## src/rtl/disp_pkg.sv

```systemverilog
// Shared types and constants for the two-digit seven-segment display controller.
// Build option DISP_BLINK_EN adds the DARK_BLINK state and the blink phase counter.
package disp_pkg;

`ifdef DISP_BLINK_EN
  typedef enum logic [1:0] {
    ST_DARK_INIT  = 2'd0,
    ST_SHOW       = 2'd1,
    ST_DARK_BLINK = 2'd2
  } disp_state_t;
`else
  typedef enum logic [1:0] {
    ST_DARK_INIT = 2'd0,
    ST_SHOW      = 2'd1
  } disp_state_t;
`endif

  localparam logic ADDR_DATA = 1'b0;
  localparam logic ADDR_CTRL = 1'b1;

  localparam int CTRL_BLANK = 0;
  localparam int CTRL_BLINK = 1;
  localparam int CTRL_LZS   = 2;

  localparam logic [6:0] SEG_BLANK = 7'h7F;

  // Active-low gfedcba codes; leftmost entry is digit F, rightmost is digit 0.
  localparam logic [15:0][6:0] SEG_HEX = {
    7'h0E, 7'h06, 7'h21, 7'h46, 7'h03, 7'h08, 7'h10, 7'h00,
    7'h78, 7'h02, 7'h12, 7'h19, 7'h30, 7'h24, 7'h79, 7'h40
  };

endpackage

```

## src/rtl/disp_seg7_hex.sv

```systemverilog
// Combinational hex nibble to active-low seven-segment decoder.
module seg7_hex
  import disp_pkg::*;
(
  input  logic [3:0] i_nib,
  output logic [6:0] o_seg
);

  assign o_seg = SEG_HEX[i_nib];

endmodule

```

## src/rtl/disp_ctrl.sv

```systemverilog
// Two-digit hex display controller with DATA/CTRL registers and registered segment outputs.
// Define DISP_BLINK_EN to build the blink phase counter and DARK_BLINK state.
//
// state         | meaning
// ST_DARK_INIT  | blanked; waiting for a DATA write with BLANK=0
// ST_SHOW       | DATA shown as two hex digits (optional leading-zero suppress)
// ST_DARK_BLINK | dark half of the blink cycle (DISP_BLINK_EN only)
module disp_ctrl
  import disp_pkg::*;
#(
  parameter int WORD_W    = 8,
  parameter int BLINK_DIV = 16
)
(
  input  logic              clock,
  input  logic              n_reset,
  input  logic              wr,
  input  logic              addr,
  input  logic [WORD_W-1:0] data,
  output logic              wr_ack,
  output logic [6:0]        disp0,
  output logic [6:0]        disp1
);

  logic [7:0]  r_data;
  logic [2:0]  r_ctrl;
  logic        r_wr_ack;
  logic [6:0]  r_disp0;
  logic [6:0]  r_disp1;
  disp_state_t r_state;

  logic       w_wr_data;
  logic       w_wr_ctrl;
  logic       w_go_dark;
  logic [7:0] w_data_nxt;
  logic [2:0] w_ctrl_nxt;
  logic [6:0] w_seg_lo;
  logic [6:0] w_seg_hi;
  logic [6:0] w_show1;

`ifdef DISP_BLINK_EN
  localparam int              CNT_W  = $clog2(BLINK_DIV);
  localparam logic [CNT_W-1:0] CNT_TC = CNT_W'(BLINK_DIV - 1);
  logic [CNT_W-1:0] r_cnt;
`else
  logic w_unused_blink;
  assign w_unused_blink = w_ctrl_nxt[CTRL_BLINK] ^ (BLINK_DIV > 1);
`endif

  generate
    if (WORD_W > 8) begin : g_wide
      logic w_unused_hi;
      assign w_unused_hi = ^data[WORD_W-1:8];
    end
  endgenerate

  assign w_wr_data  = wr && (addr == ADDR_DATA);
  assign w_wr_ctrl  = wr && (addr == ADDR_CTRL);
  assign w_go_dark  = w_wr_ctrl && data[CTRL_BLANK];
  assign w_data_nxt = w_wr_data ? data[7:0] : r_data;
  assign w_ctrl_nxt = w_wr_ctrl ? data[2:0] : r_ctrl;

  // Decode the post-write values so a write shows up in the same edge's output update.
  seg7_hex u_seg_lo (.i_nib(w_data_nxt[3:0]), .o_seg(w_seg_lo));
  seg7_hex u_seg_hi (.i_nib(w_data_nxt[7:4]), .o_seg(w_seg_hi));

  assign w_show1 = (w_ctrl_nxt[CTRL_LZS] && (w_data_nxt[7:4] == 4'h0)) ? SEG_BLANK : w_seg_hi;

  always_ff @(posedge clock or negedge n_reset) begin
    if (!n_reset) begin
      r_data   <= '0;
      r_ctrl   <= '0;
      r_wr_ack <= 1'b0;
    end else begin
      r_data   <= w_data_nxt;
      r_ctrl   <= w_ctrl_nxt;
      r_wr_ack <= wr;
    end
  end

  always_ff @(posedge clock or negedge n_reset) begin
    if (!n_reset) begin
      r_state <= ST_DARK_INIT;
      r_disp0 <= SEG_BLANK;
      r_disp1 <= SEG_BLANK;
`ifdef DISP_BLINK_EN
      r_cnt   <= '0;
`endif
    end else if (w_go_dark) begin
      r_state <= ST_DARK_INIT;
      r_disp0 <= SEG_BLANK;
      r_disp1 <= SEG_BLANK;
`ifdef DISP_BLINK_EN
      r_cnt   <= '0;
`endif
    end else begin
      case (r_state)
        ST_DARK_INIT: begin
          if (w_wr_data && !r_ctrl[CTRL_BLANK]) begin
            r_state <= ST_SHOW;
            r_disp0 <= w_seg_lo;
            r_disp1 <= w_show1;
`ifdef DISP_BLINK_EN
            r_cnt   <= '0;
`endif
          end else begin
            r_disp0 <= SEG_BLANK;
            r_disp1 <= SEG_BLANK;
          end
        end
        ST_SHOW: begin
`ifdef DISP_BLINK_EN
          if (w_ctrl_nxt[CTRL_BLINK] && (r_cnt == CNT_TC)) begin
            r_state <= ST_DARK_BLINK;
            r_disp0 <= SEG_BLANK;
            r_disp1 <= SEG_BLANK;
            r_cnt   <= '0;
          end else begin
            r_disp0 <= w_seg_lo;
            r_disp1 <= w_show1;
            r_cnt   <= w_ctrl_nxt[CTRL_BLINK] ? r_cnt + CNT_W'(1) : '0;
          end
`else
          r_disp0 <= w_seg_lo;
          r_disp1 <= w_show1;
`endif
        end
`ifdef DISP_BLINK_EN
        ST_DARK_BLINK: begin
          // Dropping BLINK ends the dark phase immediately instead of waiting out the count.
          if (!w_ctrl_nxt[CTRL_BLINK] || (r_cnt == CNT_TC)) begin
            r_state <= ST_SHOW;
            r_disp0 <= w_seg_lo;
            r_disp1 <= w_show1;
            r_cnt   <= '0;
          end else begin
            r_disp0 <= SEG_BLANK;
            r_disp1 <= SEG_BLANK;
            r_cnt   <= r_cnt + CNT_W'(1);
          end
        end
`endif
        default: begin
          r_state <= ST_DARK_INIT;
          r_disp0 <= SEG_BLANK;
          r_disp1 <= SEG_BLANK;
        end
      endcase
    end
  end

  assign wr_ack = r_wr_ack;
  assign disp0  = r_disp0;
  assign disp1  = r_disp1;

endmodule

```

## config.mk

```make
export PLATFORM = sky130hd
export DESIGN_NAME = disp_ctrl
export DESIGN_NICKNAME = d
export VERILOG_FILES = /design/src/rtl/disp_pkg.sv /design/src/rtl/disp_seg7_hex.sv /design/src/rtl/disp_ctrl.sv
export SDC_FILE = /design/constraint.sdc
export NUM_CORES = 1
export LEC_CHECK = 0
export CORE_MARGIN = 3
export CORE_UTILIZATION = 47
export DETAILED_ROUTE_END_ITERATION = 8
export PLACE_DENSITY = 0.82
export SLEW_MARGIN = 25
export SYNTH_ARGS = -nofsm -noshare
export SYNTH_HDL_FRONTEND = slang
export SYNTH_SLANG_ARGS = --single-unit
```

## constraint.sdc

```tcl
create_clock -name clock -period 2.4 [get_ports clock]
set_input_delay 0.48 -clock clock [delete_from_list [all_inputs] [get_ports clock]]
set_output_delay 0.48 -clock clock [all_outputs]
set_load 0.02 [all_outputs]
```

==> metrics.yaml <==
detailed_routing:
  firstDrtPassIters: 4
  wirelength_mm: 3.47
  vias_per_cell: 5.44
  wl_per_cell_um: 15.4
  drc: 0
  drt_iter0_markers: 119
  detail-route-antenna-nets: 0
  vias: 1225
yosys:
  avgSynthCellArea_um2: 11.8
  ys_seq_area_frac: 0.423
  syn_nets: 160
  synth_edf_count: 0
  synth_common_cells: "14 x dfstp_2, 14 x ha_1, 12 x dfrtp_1, 12 x inv_1, 12 x nand2_1"
  yosys.area.top_type: "dfstp_2"
  syn-cell-area_mm2: 0.00158
  ys_ff_latch: 26
  async_flop_share: 1.00
  synth-warning-count: 0
  synthTopCellsByArea: "dfstp_2 23%, dfrtp_1 19%, ha_1 11%"
  ys_types: 42
  synth_flop_cell: "dfstp_2"
  synth_cells: 134
  yosysTopAreaCellShare: 0.233
worst_setup_path:
  crit_path_end_kind: "flop"
  slowest_stage: "clkdlybuf4s50_1"
  cp.arrival_ns: 2.36
  path_cells: "clkdlybuf4s50_1, nand2b_1, nand2_1, a21boi_0, buf_4, inv_1, ha_1, o311ai_0"
  path_max_fanout: 5
  critPathBufInv: 3
  path_delay_family: "buffers and inverters"
  required_ns: 2.59
  cp.depth: 8
  critPathMaxStageDelay_ns: 0.46
  r2r_start: "r_data[4]"
  ff2ff_path_depth: 6
  setup.worst_path.start_class: "input port"
  path_class: "in -> reg"
  cp-startpoint: "addr"
cts:
  cts.sinks: 26
  cts_tree: "yes"
  clk_latency_ns: 0.33
  htreeDepth: 1
  ctsResizeCount: 0
  cts_max_path_buffers: 2
  cts_hold_buf: 0
  cts_inserted_buffers: 3
  cts_root_buf: "clkbuf_4"
  path_clk_slew_ns: 0.15
  cts_setup_buffers: 0
global_routing:
  antenna_found_initial: 0
  globalRouteTotalUtil: 0.187
  grt_overflow: 0
  grt_pass1_wl_mm: 5.98
  grt_pass1_vias: 1253
  grt_max_degree: 27
sta:
  setup_viol: 0
  hold_violations: 0
  finClkSkew_ns: 0.00849
  worst_slack_ns: 0.233
  grt_setup_unrepaired: "false"
  min_period_over_period: 0.903
  drv_slew: 0
  fmax_mhz: 461
  fin_crit_ns: 2.17
  relSlewSlack: 0.662
  tightest_slew_ns: 0.498
placement:
  dpl.cell_count: 221
  hpwl_mm: 2.61
  io_buffers: 26
  dp_slack_ns: -0.0965
  gp_congestion: 0.925
  dpl_cell_area_mm2: 0.00201
floorplan:
  die_w_um: 64.0
  ios: 27
  start_util: 0.505
  die_h_um: 64.0
  rows: 20
  die_area_mm2: 0.00409
  coreArea_mm2: 0.00313
run_status:
  status: "finished clean"
cells_and_area:
  fin_cells: 225
  num_antenna_cells: 0
  seq_area_um2: 668
  drive_gt1_frac: 0.271
  nNetsFinal: 208
  area_delta_synth_final_pct: 30.7
  final_area_mm2: 0.00206
  nFillCells: 239
  multiInputGateArea_um2: 830
power:
  peakVddDrop_mv: 0.457
  p_leak_nw: 0.910
  p_per_area_mw_per_mm2: 752
  finalPower_w: 0.00155
job:
  maxCapViolCount: 0
min_path:
  hp-class: "in -> async"
[flip-flops by register name, summed over array words and instances, names as in the netlist]
register,flops
r_state,1
disp1,7
wr_ack,1
disp0,7
r_data,8
r_ctrl,2
[power by group]
| part | internal (W) | total, W | leakage [nW] | switching, W |
|---|---|---|---|---|
| Sequential | 0.000573 | 0.000615 | 0.287 | 0.0000425 |
| Clock | 0.000169 | 0.000305 | 0.0279 | 0.000136 |
| Combinational | 0.000299 | 0.000632 | 0.594 | 0.000332 |
| Total | 0.00104 | 0.00155 | 0.910 | 0.000510 |
[routing by layer]
| layer | up-vias | routed length [um] | global-route usage |
|---|---|---|---|
| li1 | 588 | - | - |
| met4 | 0 | 82 | 0.108 |
| met2 | 43 | 1630 | 0.292 |
| met3 | 8 | 176 | 0.0211 |
| met5 | - | 0 | 0 |
| met1 | 586 | 1580 | 0.252 |
[through the flow]
step | setup TNS (ns) | utilization | hold WS [ns]
after floorplan | 0 | - | 0.184
after global placement | -0.0160 | 0.643 | 0.491
after detailed placement | -0.191 | 0.643 | 0.504
after CTS | 0 | 0.660 | 0.497
after global routing | 0 | 0.660 | 0.502
final | 0 | 0.660 | 0.493
[layout by cell type, fill, tap and decap left out, drive strengths merged, types with 2 or more instances in the layout]
cell type	n
clkbuf	3
nand2	12
o31ai	3
o311ai	4
nor2	2
o21ai	2
o221ai	5
o2111ai	2
xnor2	2
clkdlybuf4s50	26
ha	14
dfrtp	12
mux2i	15
inv	14
dfstp	14
nand3b	2
mux2	2
buf	19
nor2b	3
o211ai	4
nand3	5
[cells by family after synthesis]
logic type	Yosys count	synth area share
AND/OR/NAND/NOR	32	0.119
AO/OA/AOI/OAI	27	0.149
adder cells (fa/ha/maj)	14	0.111
buffers and inverters	16	0.0515
multiplexers	17	0.135
flip-flops	26	0.423
XOR/XNOR	2	0.0111
[final cells by class]
| class | count | area share |
|---|---|---|
| Clock buffer | 3 | 0.0109 |
| Tap cell | 44 | 0.0267 |
| Sequential cell | 26 | 0.324 |
| Timing Repair Buffer | 45 | 0.195 |
| Inverter | 14 | 0.0267 |
| Clock inverter | 1 | 0.0146 |
| Multi-Input combinational cell | 92 | 0.402 |
[path summary, 6_finish.rpt]
kind,end,slack [ns]
min in group clock,r_ctrl[0],0.54
setup reg to reg,disp1[2],0.63
hold reg to reg,r_ctrl[0],0.54
max in group asynchronous,disp1[5],1.60
hold / removal,r_ctrl[0],0.49
setup / recovery,disp1[2],0.23
Note: power is estimated with default switching activity, not from simulation.
